<file path="src/rtl/reset_seq_gen.sv">
// rtl/reset_seq_gen.sv - staggered active-low reset release generator
//
// Purpose: holds every rst_n_out line low for STRETCH_CYC cycles after a reset
// event, then releases the lines one at a time (bit 0 first) GAP_CYC cycles
// apart. Re-arms on a synchronised external request.
//
// Ports:
//   clk        in   1        single clock, all logic on posedge
//   reset      in   1        synchronous active-high block reset
//   rst_req    in   1        asynchronous external reset request, active-high
//   rst_n_out  out  NUM_OUT  generated active-low resets, bit 0 released first
//   busy       out  1        1 while any rst_n_out bit is 0
//   rel_done   out  1        one-cycle pulse on the edge releasing the last bit
//
// Configuration macro: RST_REQ_DEBOUNCE_EN
//   defined   : a request fires only after DEB_CYC consecutive synced-high cycles
//               (level-sensitive while held)
//   undefined : any single synced-high cycle fires a request; DEB_CYC is ignored

module reset_seq_gen #(
  parameter int NUM_OUT     = 3,
  parameter int STRETCH_CYC = 16,
  parameter int GAP_CYC     = 4,
  parameter int DEB_CYC     = 4
) (
  input  logic               clk,
  input  logic               reset,
  input  logic               rst_req,
  output logic [NUM_OUT-1:0] rst_n_out,
  output logic               busy,
  output logic               rel_done
);

  localparam int MAX_SG = (STRETCH_CYC > GAP_CYC) ? STRETCH_CYC : GAP_CYC;
  localparam int MAX_C  = (MAX_SG > DEB_CYC) ? MAX_SG : DEB_CYC;
  localparam int CW     = $clog2(MAX_C) + 1;
  localparam int IW     = (NUM_OUT > 1) ? $clog2(NUM_OUT) : 1;

  localparam logic [CW-1:0] HOLD_TC  = CW'(STRETCH_CYC - 1);
  localparam logic [CW-1:0] GAP_TC   = CW'(GAP_CYC - 1);
  localparam logic [IW-1:0] IDX_LAST = IW'(NUM_OUT - 1);

  localparam logic [1:0] HOLD    = 2'd0;
  localparam logic [1:0] STAGGER = 2'd1;
  localparam logic [1:0] RUN     = 2'd2;

  logic [1:0]    state;
  logic [CW-1:0] cnt;
  logic [CW-1:0] cnt_inc;
  logic [IW-1:0] idx;
  logic          sync1;
  logic          sync2;
  logic          req_s;
  logic          fire;
  logic          first_cyc;

  // Two-flop synchroniser for the asynchronous request.
  always_ff @(posedge clk) begin
    if (reset) begin
      sync1 <= 1'b0;
      sync2 <= 1'b0;
    end else begin
      sync1 <= rst_req;
      sync2 <= sync1;
    end
  end

  assign req_s = sync2;

`ifdef RST_REQ_DEBOUNCE_EN
  localparam logic [CW-1:0] DEB_TC = CW'(DEB_CYC);

  logic [CW-1:0] deb_cnt;

  // Counts consecutive synced-high cycles and parks at DEB_CYC, so a held
  // request keeps firing every cycle.
  always_ff @(posedge clk) begin
    if (reset) begin
      deb_cnt <= '0;
    end else if (!req_s) begin
      deb_cnt <= '0;
    end else if (deb_cnt != DEB_TC) begin
      deb_cnt <= deb_cnt + CW'(1);
    end
  end

  assign fire = (deb_cnt == DEB_TC);
`else
  logic fire_q;

  // Registered so the FSM reacts one edge after req_s is seen.
  always_ff @(posedge clk) begin
    if (reset) begin
      fire_q <= 1'b0;
    end else begin
      fire_q <= req_s;
    end
  end

  assign fire = fire_q;
`endif

  // Saturating increment: the counter never wraps.
  assign cnt_inc = (cnt == {CW{1'b1}}) ? cnt : cnt + CW'(1);

  assign busy = ~(&rst_n_out);

  always_ff @(posedge clk) begin
    if (reset) begin
      state     <= HOLD;
      cnt       <= '0;
      idx       <= '0;
      rst_n_out <= '0;
      rel_done  <= 1'b0;
      first_cyc <= 1'b1;
    end else begin
      rel_done  <= 1'b0;
      first_cyc <= 1'b0;
      case (state)
        HOLD: begin
          if (fire) begin
            cnt <= '0;
          end else if (first_cyc) begin
            // The first edge after reset drops does not advance the stretch,
            // so bit 0 is released STRETCH_CYC edges after reset is sampled low.
            cnt <= '0;
          end else if (cnt == HOLD_TC) begin
            rst_n_out[0] <= 1'b1;
            cnt          <= '0;
            if (NUM_OUT == 1) begin
              state    <= RUN;
              rel_done <= 1'b1;
            end else begin
              idx   <= IW'(1);
              state <= STAGGER;
            end
          end else begin
            cnt <= cnt_inc;
          end
        end
        STAGGER: begin
          if (fire) begin
            // No partial release: everything drops and the stretch restarts.
            rst_n_out <= '0;
            cnt       <= '0;
            idx       <= '0;
            state     <= HOLD;
          end else if (cnt == GAP_TC) begin
            rst_n_out[idx] <= 1'b1;
            cnt            <= '0;
            if (idx == IDX_LAST) begin
              state    <= RUN;
              rel_done <= 1'b1;
            end else begin
              idx <= idx + IW'(1);
            end
          end else begin
            cnt <= cnt_inc;
          end
        end
        RUN: begin
          if (fire) begin
            rst_n_out <= '0;
            cnt       <= '0;
            idx       <= '0;
            state     <= HOLD;
          end
        end
        default: begin
          rst_n_out <= '0;
          cnt       <= '0;
          idx       <= '0;
          state     <= HOLD;
        end
      endcase
    end
  end

endmodule

</file>
<file path="config.mk">
export PLATFORM = sky130hd
export DESIGN_NAME = reset_seq_gen
export DESIGN_NICKNAME = d
export VERILOG_FILES = /design/src/rtl/reset_seq_gen.sv
export SDC_FILE = /design/constraint.sdc
export NUM_CORES = 1
export LEC_CHECK = 0
export ABC_AREA = 1
export CAP_MARGIN = 5
export CORE_MARGIN = 1.5
export CORE_UTILIZATION = 54
export DETAILED_ROUTE_END_ITERATION = 12
export PLACE_DENSITY = 0.76
export SLEW_MARGIN = 5
export SYNTH_ARGS = -nofsm -noshare
export SYNTH_HDL_FRONTEND = slang
export SYNTH_SLANG_ARGS = --single-unit
</file>
<file path="constraint.sdc">
create_clock -name clk -period 1.7 [get_ports clk]
set_input_delay 0.17 -clock clk [delete_from_list [all_inputs] [get_ports clk]]
set_output_delay 0.17 -clock clk [all_outputs]
set_load 0.01 [all_outputs]
</file>
Word level (Yosys, flattened, before mapping). Index checks and enable logic that the tools add are counted.

Word-level logic and storage cells: 72. Input bits: 3. Flip-flop bits (word level): 17. Output and inout bits: 5.

Bitwise operators: 5. Multiplexer cells: 32. Order comparisons: 2. Equal/unequal tests: 13. Reduce and logical (&&, ||, !) cells: 8. Add/sub/neg operators: 2.

Operators with widths (count): $mux 5 (7); $mux 2 (10); $pmux 2 s3 (3); $pmux 5 s3 (1); $reduce_and 6->1 (2); $mux 3 (3); $ne 3x3->1 const B (3); $ne 2x2->1 const B (4); $mux 1 (6); $reduce_and 3->1 (2); $add 5x1->5 const B (1); $eq 5x2->1 const B (1); $eq 5x4->1 const B (1); $eq 5x5->1 const B (1); $reduce_and 5->1 (1); $eq 2x2->1 const B (2); $not 1->1 (4); $reduce_or 4->1 (1); $lt 2x3->1 const B (1); $or 3x3->3 (1); $pmux 1 s3 (1); $add 2x1->2 const B (1); $demux 1 s2 (1); $eq 2x1->1 const B (1); other kinds (3) (3).

Longest topological paths before layout. Gate-level depths: netlist (run 1).

Word-level depth: 8. Depth in mapped cells: 10. Mapped depth without buffers: 10.

Worst setup path before layout (run 1). No wires, ideal clock.

Path type: register -> register. Start point: reg cnt[0]. End point: reg state[1]. Library setup time: 0.113 ns. Buffers on the path: 0. Arrival: 1.204 ns. Required time: 1.587 ns. Clock period less this slack: 1.317 ns. Stages on the path, launching flop included: 11. Path slack: 0.383 ns. Cell sequence: dfxtp_1 > ha_1 > inv_1 > nor2_1 > nand2_1 > nand2_4 > nand2_4 > nor2_1 > nand2_1 > nand2_1 > nor2_1.

Word-level cells in the longest chain between the ends: 3. Elaborated cells between the ends (all ways): 5. Those cells by class: eq/ne (4); reduce/logical (1).

Ends and longest elaborated chain: start, declared (RTL line 48) `logic [CW-1:0] cnt;`; start signal, assigned (RTL line 138) `cnt <= cnt_inc;`; start signal, assigned (RTL line 158) `cnt <= cnt_inc;`; $eq 5x2->1 / $eq 5x4->1 (equally long branches) (RTL line 148, 127); $ne 3x3->1 (no source line) / $ne 2x2->1 (equally long branches); $reduce_and 6->1 (no source line) *; end signal, assigned (RTL line 147) `state <= HOLD;`; end signal, assigned (RTL line 152) `state <= RUN;`; end signal, assigned (RTL line 166) `state <= HOLD;`; end, declared (RTL line 47) `logic [1:0] state;`.

Every way passes the cells marked *; elsewhere a longest branch is shown, timed or not. A chain may end at the register's enable or synchronous reset.

Worst setup path in the final report (run 1).
Start point: reg cnt[0]. End point: reg rst_n_out[2].

Word-level cells in the longest chain between the ends: 3.

Ends and longest elaborated chain: $eq 5x2->1 (RTL line 148) `end else if (cnt == GAP_TC) begin`; $ne 3x3->1 (no source line); $reduce_and 3->1 (no source line); end signal, assigned (RTL line 144) `rst_n_out <= '0;`; end signal, assigned by index (RTL line 149) `rst_n_out[idx] <= 1'b1;`; end signal, assigned (RTL line 163) `rst_n_out <= '0;`; end, declared (RTL line 29) `output logic [NUM_OUT-1:0] rst_n_out,`.

Every way passes these cells.

==> results of run 1 <==
## per-layer routing
metal / up-vias / global-route usage / share of wire
li1: 435 / - / -
met1: 350 / 0.287 / 0.48
met2: 30 / 0.322 / 0.44
met3: 4 / 0.0542 / 0.049
met4: 0 / 0.139 / 0.027
met5: - / 0 / 0
## per-stage QoR
step                instances  utilization  hold slack [ns]  total power (W)
detailed placement        157        0.641            0.396         0.000452
global route              161        0.658            0.433         0.000686
CTS                       161        0.658            0.380         0.000665
global placement          157        0.641            0.389         0.000450
finish                    161        0.658            0.388         0.000657
floorplan                 134            -            0.198         0.000440
## worst min-delay path, cell delays in order
cell and delay, ns:
clkdlybuf4s50_1 0.39, inv_1 0.05, nor2_1 0.03
## state kept, by name, summed over array words and instances, names as in the netlist, 2 cells and up
name and flops:
cnt 5, rst_n_out 3, idx 2, state 2
## logic make-up (layout without fill, tap and decap cells)
kind of cell / after synthesis / after routing / synth area share
AO/OA/AOI/OAI: 11 / 11 / 0.0635
adder cells (fa/ha/maj): 4 / 4 / 0.0564
AND/OR/NAND/NOR: 80 / 80 / 0.399
buffers and inverters: 22 / 33 / 0.0973
flip-flops: 17 / 17 / 0.384
## how the worst max path moves through the flow
| stage | startpoint | depth (start not counted) | slack (ns) | end |
|---|---|---|---|---|
| after CTS | cnt[0] | 10 | 0.20 | state[1] |
| final | cnt[0] | 10 | 0.17 | rst_n_out[2] |
| after detailed placement | cnt[0] | 10 | 0.23 | state[1] |
| after floorplan | cnt[0] | 10 | 0.38 | state[1] |
| after global placement | cnt[0] | 10 | 0.28 | state[1] |
| after global routing | cnt[0] | 10 | 0.07 | rst_n_out[2] |
## where the power goes
part	internal (W)	leakage, nW	switching (W)
clock	0.0000913	0.0150	0.000123
sequential	0.000404	0.138	0.00000429
combinational	0.0000138	0.276	0.0000196
total	0.000510	0.429	0.000147
## synthesized netlist by cell type
library cell / instances
nand2_1: 36
nor2_1: 23
inv_1: 21
dfxtp_1: 17
nand3_1: 10
a21oi_1: 6
ha_1: 4
o21ai_0: 4
nand4_1: 3
nand2_4: 2
a31oi_1: 1
buf_4: 1
nand2_2: 1
nor2_2: 1
nor2_4: 1
nor3_1: 1
or2_0: 1
or2_2: 1
## area by class of cell
cell class                 instances  area (um^2)  area share
multi-input combinational         95          460       0.459
tap                               16         20.0      0.0200
clock buffer                       4         26.3      0.0262
sequential                        17          340       0.339
timing repair buffer               8         77.6      0.0773
inverter                          21         78.8      0.0786
==> summary.txt, run 1 <==
Arrival @ worst endpoint = 1.72 ns
Width of the die = 43.5 um
# diodes = 0
FILL cells = 132
Pwr/cell area = 655 nW/um^2
Crit end category = flop
DP Wirelength = 1.31 mm
Hold depth = 3
Setup-failing EPs final = 0
Hold_sp = rst_req
Final Cell Area = 1000 um^2
NumNets Final = 153
Critical path required time = 1.90 ns
DR vias/cell = 5.09
Synth top area cells = dfxtp_1 (38%), nand2_1 (15%), nor2_1 (9.7%)
Cell depth of the worst flop-to-flop path = 10
Clk_skew = 0.00974 ns
Die area = 1890 um^2
Share of layout cells above drive strength 1 = 0.0690
WS Path Type = flop to flop
Cell variety after synth = 18
CTS resizes = 0
Final WL = 1.71 mm
Clock Path Buffers = 2
Largest net degree at the start of global routing = 10
CP Cell Sequence = ha_1, inv_1, nor2_1, nand2_1, nand2_4, nand2_4, nor2_2, nand2_1, nand2_1, a21oi_1
Worst rel slew slack = 0.806
Setup ws final = 0.174 ns
Final Cycle Share = 0.898
Syn avg cell area = 6.62 um^2
Area fraction of the dominant cell type after synthesis = 0.384
Hold_buf cts = 0
LEAKAGE = 0.429 nW
Reg2Reg Setup Slack = 0.17 ns
Post-CTS Setup Inserts = 0
# clock sinks = 17
Crit path largest cell delay = 0.42 ns
Worst Hold Class = input pin to flop
Mapped cell area = 887 um^2
Io pins = 8
Area delta synth->final = 13.1%
Reg-to-reg endpoint = rst_n_out[2]
Most common cell after layout, fill and taps aside = nand2_1
Reg2reg start = cnt[0]
Pre-CTS setup slack = 0.230 ns
# rows = 14
Most frequent cells in the layout = nand2_1 (36), nor2_1 (23), inv_1 (21)
Top cell by count, worst path = nand2_1
Pins Over Slew Limit = 0
Fmax = 655 MHz
Vias in the first global route = 711
Core area = 1520 um^2
Starting Density = 0.582
CP max stage cell = dfxtp_1
Num CTS Buffers = 3
Setup TNS = 0 ns
H-Tree Depth = 1
Antenna violations before repair = 0
Post-synthesis cell count = 134
Max_cap viols = 0
CP max FO = 5
Number of synthesized register bits = 17
Clock-pin slew on the worst setup and hold paths = 0.10 ns
1st-pass router iterations = 4
Post-synth top area cell = dfxtp_1
Global route overflow = 0
CTS tree = built
Number of remaining DRC errors = 0
Clock root buffer = clkbuf_4
Post-synthesis sequential area ratio = 0.384
Tightest Pin Transition = 0.290 ns
Routed len/inst = 10.6 um
Final Critical Period = 1.53 ns
Startpoint types = flop
WP buf/inv = 1
Peak supply drop = 0.000648 V
Status = completed
Die Y = 43.5 um
DR vias = 819
RSZ-0062 raised after global routing = no
Synth warn = 0
Worst Hold End = sync1
Routed Antenna Nets = 0
Placed inst area = 977 um^2
Hold Fails Final Rpt = 0
Crit path max-delay family = simple AND/OR/NAND/NOR gates
Global-route wire length before repair = 3.00 mm
Initial DRC Count = 25
Port-buffer cells = 7
Syn Nets = 141
Tot GR Track Use = 0.219
Clock Latency Late Sink = 0.29 ns
GP Congestion = 0.883
Note: power is estimated with default switching activity, not from simulation.
==> inputs of run 2 (changes only) <==
- ABC_AREA: 1 -> 0
- PLACE_DENSITY: 0.76 -> 0.75
==> run 2 against run 1 <==
Global-route usage rose by 0.050 points. Synthesized cell count fell by 29%. Synthesized area rose by 1.3%. Non-clock buffer count rose by 7. Setup slack got worse by 0.13 ns. Cell count fell by 22%. Sequential power barely moved. Clock power rose by 5%. First-iteration DRC count fell by 40%. Combinational power rose by 47%. Worst hold slack improved by 0.032 ns.
==> summary.txt, run 2 <==
Area fraction of the dominant cell type after synthesis = 0.379 (-0.00481)
H-Tree Depth = 1 (unchanged)
M1 WL = 913 um (+11%)
Width of the die = 43.8 um (+0.59%)
Routed Antenna Nets = 0 (unchanged)
Arrival @ worst endpoint = 1.90 ns (+0.18 ns)
Core area = 1520 um^2 (unchanged)
GP Congestion = 0.845 (-4.3%)
# rows = 14 (unchanged)
Crit end category = flop
Final Critical Period = 1.66 ns (+0.133 ns)
Clk_skew = 0.00357 ns (-0.00617 ns)
Reg2Reg Setup Slack = 0.04 ns (-0.13 ns)
Reg2reg start = state[0]
# clock sinks = 17 (unchanged)
Final Cycle Share = 0.976 (+0.0785)
Clock-pin slew on the worst setup and hold paths = 0.10 ns (about the same)
Pins Over Slew Limit = 0 (unchanged)
Reg-to-reg endpoint = cnt[1]
CP Cell Sequence = or4_4, o22a_4, o31ai_4, a32o_2
Number of flops mapped to enable cells by yosys = 0 (unchanged)
Hold_sp = rst_req
1st-pass router iterations = 4 (unchanged)
Startpoint types = flop
Pwr/cell area = 639 nW/um^2 (-2.4%)
Cell depth of the worst flop-to-flop path = 4 (-6)
Final WL = 1.90 mm (+11%)
Syn avg cell area = 9.46 um^2 (+43%)
Worst Hold Class = input pin to flop
WS Path Type = flop to flop
Synth cell count leaders = dfxtp_1 (17), nor2_1 (8), nand3_1 (5)
Global route overflow = 0 (unchanged)
Met3 WL = 69 um (-17%)
NumNets Final = 117 (-24%)
Reg with most FFs = cnt
Crit. path cell count = 4 (-6)
Met2 WL post-DR = 893 um (+18%)
RSZ-0062 raised after global routing = no
Top sig layer = met4
Most numerous cell in the Yosys netlist = dfxtp_1
# diodes = 0 (unchanged)
Number of synthesized register bits = 17 (unchanged)
Antenna violations before repair = 0 (unchanged)
Routed len/inst = 15.2 um (+43%)
Most frequent cells in the layout = dfxtp_1 (15), nor2_1 (8), buf_4 (8)
Worst rel slew slack = 0.783 (-0.0227)
Crit path max-delay family = compound AO/OA/AOI/OAI gates
Hold_buf cts = 0 (unchanged)
CP max FO = 9 (+4)
Hold depth = 2 (-1)
Placed cell count = 120 (-24%)
Tightest Pin Transition = 0.324 ns (+0.0338 ns)
Num CTS Buffers = 3 (unchanged)
Io pins = 8 (unchanged)
Tot GR Track Use = 0.220 (+0.000502)
Max_cap viols = 0 (unchanged)
Crit path largest cell delay = 0.58 ns (+0.16 ns)
Cell variety after synth = 40 (+22)
CP max stage cell = or4_4
Crit. Startpoint = state[0]
Max reg flops = 5 (unchanged)
WP buf/inv = 0 (-1)
Critical path required time = 1.94 ns (+0.04 ns)
Fmax = 602 MHz (-8.0%)
LEAKAGE = 0.419 nW (-2.4%)
Syn Nets = 102 (-28%)
Hold Fails Final Rpt = 0 (unchanged)
Number of remaining DRC errors = 0 (unchanged)
Finished Core Util = 0.704 (+0.0460)
DP Wirelength = 1.37 mm (+4.6%)
Setup TNS = 0 ns (unchanged)
Status = completed
Post-synthesis cell count = 95 (-29%)
Most common cell after layout, fill and taps aside = dfxtp_1
Post-synth top area cell = dfxtp_1
Most common flop cell mapped by yosys = dfxtp_1
Vias in the first global route = 737 (+3.7%)
Global-route wire length before repair = 3.17 mm (+5.8%)
Biggest regs = cnt (5), rst_n_out (3)
CTS tree = built
Largest net degree at the start of global routing = 11 (+1)
Area delta synth->final = 19.5%
Post-synthesis sequential area ratio = 0.379 (-0.00481)
Worst Hold End = sync1
Clock root buffer = clkbuf_4
Clock Latency Late Sink = 0.30 ns (about the same)
DR vias/cell = 6.18 (+21%)
Synth top area cells = dfxtp_1 (38%), ha_1 (5.6%), nor2_1 (3.3%)
Peak supply drop = 0.000391 V (-40%)
Initial DRC Count = 15 (-40%)
Die Y = 43.8 um (+0.59%)
Clock Path Buffers = 2 (unchanged)
Fin cells = 125 (-22%)
Asr flop ratio synth = 0 (unchanged)
FILL cells = 126 (-4.5%)
DR vias = 772 (-5.7%)
Synth warn = 0 (unchanged)
Die area = 1920 um^2 (+1.2%)
Port-buffer cells = 7 (unchanged)
Mapped cell area = 898 um^2 (+1.3%)
Starting Density = 0.589 (+0.00739)
Setup-failing EPs final = 0 (unchanged)
Share of layout cells above drive strength 1 = 0.220 (+0.151)
## run 2: final cells by class
cell class / instances / area (um^2) / share of cell area
flip-flops and latches: 17 / 343 / 0.319
inverters: 4 / 15.0 / 0.0140
clock buffers: 3 / 22.5 / 0.0210
repair buffers: 15 / 130 / 0.121
well taps: 16 / 20.0 / 0.0186
clock inverters: 1 / 5.00 / 0.00466
multi-input cells: 69 / 538 / 0.501
## run 2: report_power, final
part,total (W),switching [W],internal (W)
Sequential,0.000411,0.00000573,0.000405
Combinational,0.0000492,0.0000231,0.0000261
Clock,0.000226,0.000138,0.0000876
Total,0.000686,0.000167,0.000519
## run 2: cell families (layout without fill, tap and decap cells)
logic type	after synthesis	count (layout)	share of synthesized area
adders and majority gates	4	4	0.0557
AOI/OAI and AO/OA	26	26	0.238
and+or+nand+nor	39	39	0.272
DFF	17	17	0.379
buffers and inverters	9	23	0.0557
## run 2: routing by layer
metal	track usage	up-vias
met4	0.109	0
met2	0.324	21
met5	0	-
met1	0.303	361
li1	-	386
met3	0.0458	4
## run 2: worst max-delay path by stage
stage	endpoint
floorplan	cnt[3]
global placement	cnt[3]
detailed placement	idx[0]
CTS	idx[0]
global route	cnt[1]
finish	cnt[1]
## run 2: timing repair
action                     4_1_cts  5_1_grt
gates resized for setup          0        7
gates cloned                     0        0
setup buffers                    1        0
setup endpoints to repair        1        8
## run 2: stage by stage
stage | hold slack [ns] | total power, W | setup slack (ns) | area [um^2]
2_1_floorplan | 0.198 | 0.000447 | 0.114 | 898
3_3_place_gp | 0.420 | 0.000463 | 0.0940 | 1010
3_5_place_dp | 0.431 | 0.000465 | 0.0108 | 1010
4_1_cts | 0.420 | 0.000686 | 0.0105 | 1040
5_1_grt | 0.420 | 0.000718 | 0.0116 | 1070
6_report | 0.421 | 0.000686 | 0.0401 | 1070
